--- src/rtl/dmem_lsu.sv ---
// dmem_lsu - load/store unit in front of a synchronous data memory.
//
// Takes one load or store at a time from execute. It drives the dmem with a
// word address, byte enables and store data copied into every lane. It
// returns aligned, sign- or zero-extended load data to writeback together
// with the destination register.
//
// Timing, counted from the edge that accepts a request:
//   +1 cycle (ISSUE) mem_re_o or mem_we_o is high for one cycle
//   +2 cycle (WAIT)  mem_rdata_i is sampled at the end of this cycle
//   +3 cycle (RESP)  resp_valid_o pulses for one cycle
// A store returns to IDLE straight after ISSUE.
//
// Ports:
//   clock_i, reset_n_i  clock and synchronous active-low reset
//   flush_i             cancels a pending load response and blocks new requests
//   req_*               request from execute (valid/ready handshake)
//   mem_*               synchronous dmem interface (read data one cycle after re)
//   resp_*              load result to writeback
//   misalign_o          misaligned-access pulse (trap build only, else tied 0)
//
// Build option:
//   DMEM_LSU_MISALIGN_TRAP_EN  when defined, a misaligned op is accepted but
//                              does not touch memory; it pulses misalign_o
//                              instead. When undefined, the offset is forced
//                              down to natural alignment and the access
//                              proceeds normally.
module dmem_lsu #(
    parameter int ADDR_W = 10,
    parameter int XLEN   = 32
) (
    input  logic              clock_i,
    input  logic              reset_n_i,
    input  logic              flush_i,
    input  logic              req_valid_i,
    output logic              req_ready_o,
    input  logic              req_we_i,
    input  logic [2:0]        req_funct3_i,
    input  logic [XLEN-1:0]   req_addr_i,
    input  logic [XLEN-1:0]   req_wdata_i,
    input  logic [4:0]        req_rd_i,
    output logic [ADDR_W-1:0] mem_addr_o,
    output logic              mem_re_o,
    output logic              mem_we_o,
    output logic [3:0]        mem_be_o,
    output logic [XLEN-1:0]   mem_wdata_o,
    input  logic [XLEN-1:0]   mem_rdata_i,
    output logic              resp_valid_o,
    output logic [XLEN-1:0]   resp_data_o,
    output logic [4:0]        resp_rd_o,
    output logic              misalign_o
);

    typedef enum logic [1:0] {S_IDLE, S_ISSUE, S_WAIT, S_RESP} state_t;

    state_t state, state_nxt;

    // rst_q is high for the cycle after a resetting edge. It keeps
    // req_ready_o low in that cycle so that every output reads 0 there.
    logic rst_q;
    logic accept;

    // Request decode.
    logic [1:0] req_off;
    logic       req_byte, req_half, req_word, req_trap;
    logic [1:0] req_eff_off;
    logic [3:0] req_be;
    logic [XLEN-1:0] req_wrep;

    // Operation captured at accept.
    logic       op_we, op_trap, op_byte, op_half, op_uns;
    logic [1:0] op_off;
    logic [4:0] op_rd;

    // Next values of the registered outputs.
    logic [ADDR_W-1:0] addr_d;
    logic              re_d, we_d, resp_load;
    logic [3:0]        be_d;
    logic [XLEN-1:0]   wdata_d, rdata_d, shifted;
    logic [4:0]        rd_d;
    logic              resp_vld_q;

    logic unused_addr_hi;
    assign unused_addr_hi = ^req_addr_i[XLEN-1:ADDR_W];

    assign req_ready_o = (state == S_IDLE) & ~rst_q & ~flush_i;
    assign accept      = req_valid_i & req_ready_o;

    assign req_off  = req_addr_i[1:0];
    assign req_byte = (req_funct3_i[1:0] == 2'b00);
    assign req_half = (req_funct3_i[1:0] == 2'b01);
    assign req_word = ~req_byte & ~req_half;   // 010, 011, 110 and 111 all act as W

`ifdef DMEM_LSU_MISALIGN_TRAP_EN
    assign req_trap = (req_half & req_off[0]) | (req_word & (|req_off));
`else
    assign req_trap = 1'b0;
`endif

    // Without the trap build this snaps the offset to alignment. With it,
    // misaligned ops never reach memory and aligned ops keep their offset.
    assign req_eff_off = req_byte ? req_off :
                         req_half ? {req_off[1], 1'b0} : 2'b00;

    assign req_be   = req_byte ? (4'b0001 << req_eff_off) :
                      req_half ? (4'b0011 << req_eff_off) : 4'b1111;
    assign req_wrep = req_byte ? {4{req_wdata_i[7:0]}} :
                      req_half ? {2{req_wdata_i[15:0]}} : req_wdata_i;

    // State register.
    always_ff @(posedge clock_i) begin
        if (!reset_n_i) state <= S_IDLE;
        else            state <= state_nxt;
    end

    // Next-state logic.
    always_comb begin
        state_nxt = state;
        case (state)
            S_IDLE:  if (accept) state_nxt = S_ISSUE;
            // A store, a trapped op or a flushed load all finish here. A
            // flushed load's read still went out this cycle; its data is dropped.
            S_ISSUE: state_nxt = (op_we | op_trap | flush_i) ? S_IDLE : S_WAIT;
            S_WAIT:  state_nxt = flush_i ? S_IDLE : S_RESP;
            S_RESP:  state_nxt = S_IDLE;
            default: state_nxt = S_IDLE;
        endcase
    end

    assign shifted = mem_rdata_i >> {op_off, 3'b000};

    // Output logic: next values for the registered dmem/response outputs.
    always_comb begin
        re_d      = accept & ~req_we_i & ~req_trap;
        we_d      = accept &  req_we_i & ~req_trap;
        be_d      = we_d ? req_be : 4'b0000;
        addr_d    = accept ? {req_addr_i[ADDR_W-1:2], 2'b00} : mem_addr_o;
        wdata_d   = accept ? req_wrep : mem_wdata_o;
        resp_load = (state == S_WAIT) & ~flush_i;
        rdata_d   = resp_data_o;
        rd_d      = resp_rd_o;
        if (resp_load) begin
            rd_d = op_rd;
            if (op_byte)      rdata_d = {{24{~op_uns & shifted[7]}},  shifted[7:0]};
            else if (op_half) rdata_d = {{16{~op_uns & shifted[15]}}, shifted[15:0]};
            else              rdata_d = mem_rdata_i;
        end
    end

    always_ff @(posedge clock_i) begin
        if (!reset_n_i) begin
            rst_q       <= 1'b1;
            mem_addr_o  <= '0;
            mem_re_o    <= 1'b0;
            mem_we_o    <= 1'b0;
            mem_be_o    <= 4'b0000;
            mem_wdata_o <= '0;
            resp_vld_q  <= 1'b0;
            resp_data_o <= '0;
            resp_rd_o   <= '0;
            op_we       <= 1'b0;
            op_trap     <= 1'b0;
            op_byte     <= 1'b0;
            op_half     <= 1'b0;
            op_uns      <= 1'b0;
            op_off      <= 2'b00;
            op_rd       <= '0;
        end else begin
            rst_q       <= 1'b0;
            mem_addr_o  <= addr_d;
            mem_re_o    <= re_d;
            mem_we_o    <= we_d;
            mem_be_o    <= be_d;
            mem_wdata_o <= wdata_d;
            resp_vld_q  <= resp_load;
            resp_data_o <= rdata_d;
            resp_rd_o   <= rd_d;
            if (accept) begin
                op_we   <= req_we_i;
                op_trap <= req_trap;
                op_byte <= req_byte;
                op_half <= req_half;
                op_uns  <= req_funct3_i[2];
                op_off  <= req_eff_off;
                op_rd   <= req_rd_i;
            end
        end
    end

    // A flush raised during RESP still kills the pulse in that same cycle.
    assign resp_valid_o = resp_vld_q & ~flush_i;

`ifdef DMEM_LSU_MISALIGN_TRAP_EN
    logic mis_q;
    always_ff @(posedge clock_i) begin
        if (!reset_n_i) mis_q <= 1'b0;
        else            mis_q <= accept & req_trap;
    end
    assign misalign_o = mis_q;
`else
    assign misalign_o = 1'b0;
`endif

endmodule

--- config.mk ---
export PLATFORM = sky130hd
export DESIGN_NAME = dmem_lsu
export DESIGN_NICKNAME = d
export VERILOG_FILES = /design/src/rtl/dmem_lsu.sv
export SDC_FILE = /design/constraint.sdc
export NUM_CORES = 1
export LEC_CHECK = 0
export CAP_MARGIN = 10
export CELL_PAD_IN_SITES_DETAIL_PLACEMENT = 0
export CELL_PAD_IN_SITES_GLOBAL_PLACEMENT = 1
export CORE_MARGIN = 4
export CORE_UTILIZATION = 29
export CTS_CLUSTER_DIAMETER = 60
export DETAILED_ROUTE_END_ITERATION = 16
export GPL_TIMING_DRIVEN = 0
export PLACE_DENSITY = 0.79
export SETUP_SLACK_MARGIN = 0.05
export SYNTH_ARGS = -nofsm -noshare
export SYNTH_HDL_FRONTEND = slang
export SYNTH_SLANG_ARGS = --single-unit
--- constraint.sdc ---
create_clock -name clock_i -period 2.1 [get_ports clock_i]
set_input_delay 0.42 -clock clock_i [delete_from_list [all_inputs] [get_ports clock_i]]
set_output_delay 0.42 -clock clock_i [all_outputs]
set_load 0.03 [all_outputs]
; ---- After elaboration in Yosys (flattened, before gate mapping)
; Cells that the tools add are included.
[totals]
reg_bits = 98
in_bits = 109
word_cells = 54
[classes]
eq_ne = 5
n_reduce_logical = 3
bitwise = 14
n_shift = 3
muxes = 13
[op_table]
columns = cell, n
row1 = $mux 32, 4
row2 = $shr 32x5->16, 1
row3 = $mux 2, 5
row4 = $and 1x1->1, 9
row5 = $mux 4, 2
row6 = $pmux 2 s4, 1
row7 = $eq 2x1->1 const B, 2
row8 = $eq 2x2->1 const B, 2
row9 = $logic_not 2->1, 2
row10 = $not 1->1, 4
row11 = $shl 1x2->4 const A, 1
row12 = $shl 2x2->4 const A, 1
row13 = $ne 2x2->1 const B, 1
row14 = $reduce_and 2->1, 1
row15 = $mux 1, 1
row16 = $or 1x1->1, 1

; ---- Longest topological paths before layout
; Gate-level depths: netlist of run 1.
[logic_depth]
depth_word = 6
ltp_mapped = 8

; ---- Worst setup path after synthesis of run 1
; OpenSTA, ideal clock, no wires.
[synth_timing]
kind = input port to flip-flop
startpoint = input req_funct3_i[1]
endpoint = register mem_be_o[2]
setup_ns = 0.119
arrival_ns = 1.667
cell_stages = 7
setup_slack_ns = 0.314
required_ns = 1.981
cell_sequence = buf_2 -> nor2_1 -> nand2_1 -> inv_1 -> ha_1 -> a211oi_1 -> nor2_1
[synth_via]
elab_cells_between_ends = 8
cone_classes = eq/ne (1) / shift (2) / mux (4) / reduce/logical (1)
[synth_lines]
columns = element, line_no
row1 = "start, declared", 38  ; input logic [2:0] req_funct3_i,
row2 = $logic_not 2->1 (*), 90  ; assign req_byte = (req_funct3_i[1:0] == 2'b00);
row3 = $mux 2 (*), 102  ; assign req_eff_off = req_byte ? req_off :
row4 = net req_eff_off[0], 66  ; logic [1:0] req_eff_off;
row5 = $shl 2x2->4, 106  ; req_half ? (4'b0011 << req_eff_off) : 4'b1111;
row6 = $mux 4, 106
row7 = $mux 4 (*), 105  ; assign req_be = req_byte ? (4'b0001 << req_eff_off) :
row8 = "end signal, assigned", 156  ; mem_be_o <= 4'b0000;
row9 = "end signal, assigned", 173  ; mem_be_o <= be_d;
row10 = "end, declared", 45  ; output logic [3:0] mem_be_o,
; Mark *: on every way through the listed nets, which the timed path passes. The rest lies on a longest branch.
; A chain may end at the register's enable or synchronous reset.

; ---- Worst setup path in the final report of run 1
[layout_timing]
startpoint = register mem_wdata_o[16]
endpoint = output mem_wdata_o[16]
[layout_lines]
columns = element, line_no
row1 = "start, declared", 46  ; output logic [XLEN-1:0] mem_wdata_o,
row2 = "start signal, assigned", 174  ; mem_wdata_o <= wdata_d;
; No word-level cell between the ends.

==> results of run 1 <==
[registers in the layout (all words and copies together), names as in the netlist]
register and flops:
op_we 1, mem_be_o 4, mem_we_o 1, mem_wdata_o 32, op_byte 1, rst_q 1
mem_re_o 1, mem_addr_o 8, resp_rd_o 5, op_uns 1, op_off 2, state 2
resp_data_o 32, resp_vld_q 1, op_rd 5, op_half 1
[cell type report]
class	count	area, sq um	share of cell area [%]
buffer	48	263	3.92
clock buffer	12	267	3.98
clock inverter	4	31.3	0.467
inverter	19	71.3	1.07
multi-input combinational	366	2180	32.5
sequential	98	1960	29.3
tap	188	235	3.51
timing repair buffer	169	1690	25.2
[repair_timing]
action | in CTS | in global routing
gates resized for setup | 6 | 4
endpoints found under the hold margin | 0 | 0
setup endpoints to repair | 2 | 21
buffers inserted | 0 | 0
[layer usage]
metal  vias up  track usage [%]  share of wire (%)
met1      2088             21.8                 42
met3        25             7.56                 10
met4         2             5.78                2.0
met5         -                0              0.083
li1       2208                -                  -
met2       220             28.6                 46
[final timing paths]
check | endpoint | slack (ps) | cells past startpoint
setup / recovery | mem_wdata_o[16] | 250 | 1
setup reg to reg | resp_data_o[24]$_SDFFE_PN0P_ | 270 | 6
hold reg to reg | resp_rd_o[3]$_SDFFE_PN0P_ | 460 | 2
hold / removal | resp_rd_o[3]$_SDFFE_PN0P_ | 460 | 2
[through the flow]
step	worst slack, ps	instances
2_1_floorplan	314	531
3_3_place_gp	-372	888
3_5_place_dp	-375	888
4_1_cts	112	904
5_1_grt	107	904
6_report	245	904
[kinds of logic after synthesis]
family,after synthesis,synth area share [%]
flip-flops,98,44.0
multiplexers,35,8.33
adder cells (fa/ha/maj),2,0.561
AO/OA/AOI/OAI,183,25.4
buffers and inverters,67,7.46
other,1,0.0841
AND/OR/NAND/NOR,143,14.2
[layout by cell type (no fill, tap or decap), types with 3 or more instances in the layout]
cell / count
nand2_1: 83
o21ai_0: 55
a211oi_1: 10
clkbuf_8: 3
buf_2: 9
nor3_1: 4
mux2_2: 6
clkbuf_1: 27
mux2i_1: 27
o221ai_1: 7
nor2b_1: 5
a311oi_1: 7
dfxtp_1: 98
a221oi_1: 7
buf_4: 5
a21oi_2: 11
buf_6: 7
a21oi_1: 72
clkdlybuf4s50_1: 166
nor2_1: 37
conb_1: 3
clkbuf_16: 9
inv_1: 18
a22o_1: 7
[synthesized netlist by cell type, types with 4 or more instances]
cell type  number  area share [%]
a211oi_1       10             1.7
a21oi_1        72             8.1
a21oi_2        11             2.2
a221oi_1        7             1.4
a22o_1          7             1.4
a311oi_1        7             1.4
buf_2           8            0.90
buf_4           5            0.84
buf_6           7             1.8
clkbuf_1       28             2.4
dfxtp_1        98              44
inv_1          18             1.5
mux2_2          6             1.5
mux2i_1        27             6.1
nand2_1        83             7.0
nor2_1         37             3.1
nor2b_1         5            0.70
nor3_1          4            0.45
o21ai_0        55             6.2
o221ai_1        7             1.4
[where the power goes]
group,switching [mW],internal [mW]
clock network,0.746,0.910
registers,0.0303,1.91
logic,0.347,0.312
==> flow_summary_export.csv, run 1 <==
group,metric,value,unit
outcome,status,"finished, final reports clean",
critical_path,timing.rr.start,"op_off[0]$_SDFFE_PN0N_",
detailed_routing,ant_nets,0,
flow_run,cap_viol_max_count,0,
timing,timing.fmax,539,MHz
synthesis,async_reset_ff_share,0,%
critical_path,crit_path_start_kind,"register",
critical_path,crit_family,"buffers and inverters",
clock_network,cts_max_path_buffers,2,
critical_path,cp_max_fo,2,
critical_path,crit_slowest_cell,"clkdlybuf4s50_1",
placed_design,io_buffer_count,169,
timing,setup_viol_count_final,0,
layout,fin_nets,822,
clock_network,cts_tree,"done",
floorplan,dieArea,0.0174,sq mm
clock_network,hold_buffers,0,
worst_hold_path,hold_class,"register to register",
grt,grt-ovfl-total,0,
clock_network,h-tree-depth,3,
grt,first_global_vias,4649,
synthesis,synth_cell_types,43,
floorplan,die_w,132,microns
placed_design,detailed_place_hpwl,12.2,mm
timing,tns,0,ps
timing,drv_slew,0,
timing,worst_slew_pin_slew,695,ps
synthesis,ys_seq_area_share,44.0,%
critical_path,cp.required,1680,ps
synthesis,ys_ff_latch,98,
synthesis,synth_area_per_cell,8.43,sq um
critical_path,crit_start,"mem_wdata_o[16]$_SDFFE_PN0N_",
placed_design,placed_area,0.00639,sq mm
synthesis,ys.flop_type,"dfxtp_1",
critical_path,cp.buffers_inverters,1,
timing,finClkSkew,7.21,ps
clock_network,clkTransAtPathRegs,70,ps
timing,finalCriticalPeriod,1850,ps
grt,grt_max_degree,17,
detailed_routing,dr.pass1.iters,5,
power,power.density,635,mW/mm^2
timing,period_share,88.3,%
placed_design,finalWeightedCongestion,0.889,
clock_network,cts_sinks,98,
power,total_power,4.25,mW
layout,final_area,0.00670,sq mm
critical_path,arrival,1430,ps
critical_path,cp-end-kind,"output pin",
synthesis,yosysWarningCount,0,
floorplan,chipHeight,132,microns
power,ir_worst_vdd,0.000382,V
floorplan,coreArea,0.0151,sq mm
layout,antenna_cells,0,
grt,antenna_found_initial,1,
clock_network,cts_root_buf,"clkbuf_16",
layout,nFillCells,1511,
layout,fin_util,44.2,%
synthesis,syn_inst,529,
detailed_routing,routed_via_density,5.03,
floorplan,initial_core_util,29.4,%
critical_path,cp_cell_sequence,"clkdlybuf4s50_1",
floorplan,rows,45,
clock_network,worstSkewPairLatency,350,ps
layout,drive_gt1_share,9.22,%
grt,grtUsageTotal,17.9,%
grt,grt_pass1_wl,24.8,mm
timing,timing_hold_violations_final,0,
detailed_routing,wl_per_cell,17.4,microns
synthesis,synth-edff-count,0,
critical_path,max_stage_delay,710,ps
detailed_routing,drt_iter0_drc,213,
detailed_routing,routed_wl,15.7,mm
detailed_routing,vias,4543,
synthesis,synthesis.area,0.00446,sq mm
floorplan,io_pins,197,
power,p_leak,2.42,nW
worst_hold_path,hold_start,"resp_rd_o[3]$_SDFFE_PN0P_",
clock_network,cts_buffers,9,
critical_path,critical_path_class,"register to output pin",
timing,rsz0062_at_grt,"no",
timing,slew_headroom,53.5,%
timing,worst_hold_slack,455,ps
detailed_routing,drcViolationCount,0,
layout,synthToLayoutAreaGrowth,50.1,%
Power figures use the tool's default switching activity.
==> run 2, diff against run 1 <==
CORE_MARGIN = default   (was 4)
SLEW_MARGIN = 10   (was default)
==> flow_summary_export.csv, run 2 (synthesized netlist as in run 1, its figures left out) <==
group,metric,value,unit
outcome,status,"finished, final reports clean",
detailed_routing,drt_iter0_drc,226,
grt,first_global_vias,4529,
layout,synthToLayoutAreaGrowth,49.9,%
power,power.density,625,mW/mm^2
placed_design,placed_area,0.00639,sq mm
clock_network,cts_sinks,98,
floorplan,coreArea,0.0148,sq mm
timing,finClkSkew,8.12,ps
timing,slew_headroom,53.9,%
floorplan,chipHeight,126,microns
critical_path,cp_max_fo,4,
timing,worst_slew_pin_slew,689,ps
worst_hold_path,hold_start,"resp_rd_o[3]$_SDFFE_PN0P_",
critical_path,timing.rr.start,"op_off[1]$_SDFFE_PN0N_",
clock_network,cts_tree,"done",
detailed_routing,wl_per_cell,17.0,microns
critical_path,critical_path_class,"register to output pin",
flow_run,cap_viol_max_count,0,
power,ir_worst_vdd,0.000458,V
critical_path,cp.required,1680,ps
layout,antenna_cells,0,
clock_network,clkTransAtPathRegs,70,ps
critical_path,crit_path_start_kind,"register",
floorplan,die_w,126,microns
power,p_leak,2.40,nW
timing,worst_hold_slack,457,ps
grt,antenna_found_initial,0,
layout,final_area,0.00668,sq mm
timing,timing.fmax,538,MHz
floorplan,io_pins,197,
grt,grt-ovfl-total,0,
timing,period_share,88.4,%
timing,finalCriticalPeriod,1860,ps
clock_network,h-tree-depth,3,
worst_hold_path,min_delay_path_depth,2,
critical_path,reg2reg_setup_slack,280,ps
layout,layout_common_cells,"clkdlybuf4s50_1 (166), dfxtp_1 (98), nand2_1 (83)",
floorplan,rows,44,
clock_network,cts_root_buf,"clkbuf_16",
clock_network,cts_buffers,9,
timing,setup_viol_count_final,0,
critical_path,cp-end-kind,"output pin",
timing,rsz0062_at_grt,"no",
detailed_routing,routed_via_density,4.98,
layout,top_regs,"mem_wdata_o x32, resp_data_o x32, mem_addr_o x8",
critical_path,r2r_end,"resp_data_o[12]$_SDFFE_PN0P_",
detailed_routing,drcViolationCount,0,
grt,grt_max_degree,17,
grt,grtUsageTotal,19.6,%
power,total_power,4.17,mW
critical_path,reg2reg_depth,5,
floorplan,initial_core_util,30.2,%
detailed_routing,ant_nets,0,
timing,drv_slew,0,
clock_network,cts_max_path_buffers,2,
layout,drive_gt1_share,9.22,%
detailed_routing,routed_wl,15.3,mm
worst_hold_path,min_to,"resp_rd_o[3]$_SDFFE_PN0P_",
placed_design,io_buffer_count,169,
floorplan,dieArea,0.0159,sq mm
clock_network,worstSkewPairLatency,350,ps
placed_design,detailed_place_hpwl,11.7,mm
detailed_routing,vias,4479,
detailed_routing,dr.pass1.iters,4,
layout,final_common_cell,"clkdlybuf4s50_1",
timing,timing_hold_violations_final,0,
grt,grt_pass1_wl,23.9,mm
worst_hold_path,hold_class,"register to register",
critical_path,arrival,1440,ps
layout,fin_nets,822,
placed_design,finalWeightedCongestion,0.887,
run 2: timing repair:
action,CTS,global route
resized for setup,4,5
buffers inserted,0,0
endpoints found under the setup margin,2,33
hold buffers,0,0
pin swaps,0,0
run 2: worst max-delay path: stages (launching register included):
cell and delay (ps):
dfxtp_1 380, nor4_4 340, clkdlybuf4s15_2 360
run 2: cell type report:
class,instances,area [sq um]
Timing Repair Buffer,169,1690
Tap cell,184,230
Fill cell,1466,8070
Sequential cell,98,1960
Clock buffer,11,243
Buffer,48,263
Multi-Input combinational cell,366,2180
Inverter,19,71.3
Clock inverter,5,37.5
run 2: how the worst max path moves through the flow:
stage | cells after the start | end | slack, ps | startpoint
6_report | 2 | req_ready_o | 240 | state[0]$_SDFFE_PN0P_
5_1_grt | 7 | mem_be_o[2]$_SDFF_PN0_ | 110 | req_funct3_i[1]
4_1_cts | 3 | req_ready_o | -3 | flush_i
3_5_place_dp | 3 | req_ready_o | -400 | flush_i
3_3_place_gp | 3 | req_ready_o | -360 | flush_i
2_1_floorplan | 7 | mem_be_o[2]$_SDFF_PN0_ | 310 | req_funct3_i[1]
run 2: report_power, final:
group / switching, mW / internal (mW) / total (mW)
registers: 0.0297 / 1.91 / 1.94
clock network: 0.736 / 0.841 / 1.58
logic: 0.349 / 0.313 / 0.662
total: 1.11 / 3.06 / 4.17
run 2: routing by layer:
metal  track usage (%)  share of wire (%)
met5                 0                  0
met4              5.60                1.6
met3              7.14                9.4
met2              32.2                 46
met1              23.9                 43
run 2: through the flow:
stage          setup WS (ps)  instances  utilization, %  TNS [ps]
2_1_floorplan            314        531               -         0
3_3_place_gp            -362        884            43.3     -8380
3_5_place_dp            -397        884            43.3    -12100
4_1_cts                -2.67        900            45.2     -2.67
5_1_grt                  105        900            45.3         0
6_report                 243        900            45.3         0
==> run 3, diff against run 2 <==
ABC_AREA = 1   (was default)
CORE_UTILIZATION = 30   (was 29)
PLACE_DENSITY = 0.82   (was 0.79)
TNS_END_PERCENT = 50   (was default)
==> flow_summary_export.csv, run 3 <==
group,metric,value,unit
layout,synthToLayoutAreaGrowth,48.3,%
detailed_routing,drcViolationCount,0,
clock_network,clkTransAtPathRegs,70,ps
worst_hold_path,min_to,"resp_rd_o[1]$_SDFFE_PN0P_",
synthesis,synthAdderAreaFrac,0.537,%
floorplan,dieArea,0.0160,sq mm
critical_path,arrival,1580,ps
power,ir_worst_vdd,0.000385,V
clock_network,cts_setup_buffers,0,
timing,rsz0062_at_grt,"yes",
timing,slew_headroom,64.0,%
clock_network,cts.repair.resized,5,
detailed_routing,routed_wl,15.5,mm
synthesis,synthesis.area,0.00466,sq mm
synthesis,ys_seq_area_share,42.1,%
synthesis,synth_area_leaders,"dfxtp_1 (42%), nand2_1 (13%), a21oi_1 (12%), o21a_1 (3.9%), inv_1 (3.7%)",
critical_path,cp.required,1680,ps
synthesis,synth_xor_area_share,0,%
floorplan,chipHeight,127,microns
layout,antenna_cells,0,
clock_network,cts_sinks,98,
layout,layout_common_cells,"clkdlybuf4s50_1 (168), nand2_1 (160), a21oi_1 (108)",
detailed_routing,routed_via_density,4.79,
timing,timing.fmax,500,MHz
detailed_routing,drt_iter0_drc,254,
clock_network,worstSkewPairLatency,350,ps
synthesis,yosys.area.top_type,"dfxtp_1",
placed_design,io_buffer_count,170,
detailed_routing,ant_nets,0,
timing,timing_hold_violations_final,0,
timing,worst_slew_pin_slew,541,ps
timing,finClkSkew,8.06,ps
synthesis,yosys.area_share.simple,25.4,%
synthesis,synth-edff-count,0,
timing,finalCriticalPeriod,2000,ps
flow_run,cap_viol_max_count,0,
timing,setup_viol_count_final,0,
synthesis,ys.flop_type,"dfxtp_1",
critical_path,r2r_end,"resp_data_o[27]$_SDFFE_PN0P_",
synthesis,yosysWarningCount,0,
clock_network,cts_tree,"done",
clock_network,cts_max_path_buffers,2,
floorplan,initial_core_util,30.7,%
floorplan,io_pins,197,
detailed_routing,vias,4845,
detailed_routing,wl_per_cell,15.3,microns
layout,nFillCells,1561,
grt,grtUsageTotal,20.0,%
timing,drv_slew,0,
grt,antenna_found_initial,0,
floorplan,die_w,127,microns
floorplan,rows,45,
worst_hold_path,min_delay_path_depth,2,
timing,period_share,95.2,%
critical_path,critical_path_class,"primary input to output pin",
outcome,status,"finished, final reports clean",
grt,grt-ovfl-total,0,
floorplan,coreArea,0.0152,sq mm
critical_path,reg2reg_setup_slack,710,ps
synthesis,synthTopCellsByCount,"nand2_1 (160), a21oi_1 (108), dfxtp_1 (98)",
placed_design,finalWeightedCongestion,0.850,
critical_path,reg2reg_depth,8,
synthesis,yosys-mux-area-fraction,0,%
synthesis,yosys.cell_count.top_type,"nand2_1",
synthesis,ys_ff_latch,98,
critical_path,cp_max_fo,5,
worst_hold_path,hold_class,"register to register",
detailed_routing,dr.pass1.iters,5,
placed_design,placed_area,0.00661,sq mm
clock_network,cts_root_buf,"clkbuf_16",
layout,fin_nets,930,
power,power.density,636,mW/mm^2
synthesis,synth_top_family_by_area,"simple AND/OR/NAND/NOR gates",
synthesis,yosysTopAreaCellShare,42.1,%
placed_design,detailed_place_hpwl,11.7,mm
critical_path,crit_path_start_kind,"primary input",
clock_network,hold_buffers,0,
synthesis,synth_compound_area_share,21.0,%
synthesis,syn_inst,636,
clock_network,h-tree-depth,3,
grt,grt_max_degree,16,
synthesis,async_reset_ff_share,0,%
synthesis,synth_cell_types,29,
worst_hold_path,hold_start,"op_rd[1]$_SDFFE_PN0N_",
layout,top_regs,"mem_wdata_o x32, resp_data_o x32, mem_addr_o x8",
critical_path,timing.rr.start,"state[1]$_SDFFE_PN0P_",
power,p_leak,2.84,nW
synthesis,synth_area_per_cell,7.33,sq um
clock_network,cts_buffers,9,
layout,final_common_cell,"clkdlybuf4s50_1",
layout,final_area,0.00692,sq mm
critical_path,cp-end-kind,"output pin",
layout,drive_gt1_share,10.4,%
grt,first_global_vias,4676,
layout,fin_util,45.5,%
grt,grt_pass1_wl,24.8,mm
-- run 3: cell types whose count changed after synthesis, moves of 21 or more --
cell and delta:
clkbuf_1 -21, mux2i_1 -27, nand2_1 +77, inv_1 +28, o21a_1 +23, a21oi_1 +36
o21ai_0 -21, nand3_1 +30
-- run 3: worst max path at each step --
stage,startpoint,endpoint,slack [ps],depth (start not counted)
6_report,flush_i,resp_valid_o,100,3
5_1_grt,flush_i,resp_valid_o,40,3
4_1_cts,flush_i,req_ready_o,70,3
3_5_place_dp,flush_i,req_ready_o,-310,3
3_3_place_gp,flush_i,req_ready_o,-340,3
2_1_floorplan,flush_i,req_ready_o,310,1
-- run 3: worst max-delay path: stages --
cell and delay [ps]:
clkdlybuf4s50_1 540, nor2_1 150, dlygate4sd2_1 460
-- run 3: stage by stage --
stage	total power [mW]	setup TNS [ps]	hold slack, ps	std cells	setup WS (ps)
2_1_floorplan	2.33	0	439	638	311
3_3_place_gp	2.68	-491	449	996	-338
3_5_place_dp	2.68	-452	454	996	-307
4_1_cts	4.46	0	464	1011	65.7
5_1_grt	4.62	0	474	1011	44.8
6_report	4.40	0	455	1011	100
-- run 3: final cells by class --
class                      instances  area [sq um]  area share (%)
multi-input combinational        441          2210            31.9
sequential                        98          1960            28.4
timing repair buffer             170          1700            24.5
buffer                            43           299            4.32
tap                              188           235            3.40
clock buffer                      10           229            3.31
inverter                          56           210            3.04
clock inverter                     5          80.1            1.16
-- run 3: power by group --
part,switching (mW),leakage (nW),internal [mW],total [mW]
registers,0.0281,0.794,1.91,1.93
logic,0.387,1.90,0.317,0.704
clock network,0.726,0.145,1.04,1.76
-- run 3: cells by family after synthesis --
logic type | count (synthesis)
other cells | 1
flops | 98
buf+inv | 99
compound gates | 180
simple gates | 256
fa+ha+maj | 2
-- run 3: per-layer routing --
metal | vias up | GRT usage (%) | wire length, microns
met2 | 200 | 31.1 | 6920
met4 | 0 | 7.35 | 260
met1 | 2188 | 25.7 | 6780
li1 | 2438 | - | -
met3 | 19 | 6.83 | 1510
met5 | - | 0 | 0
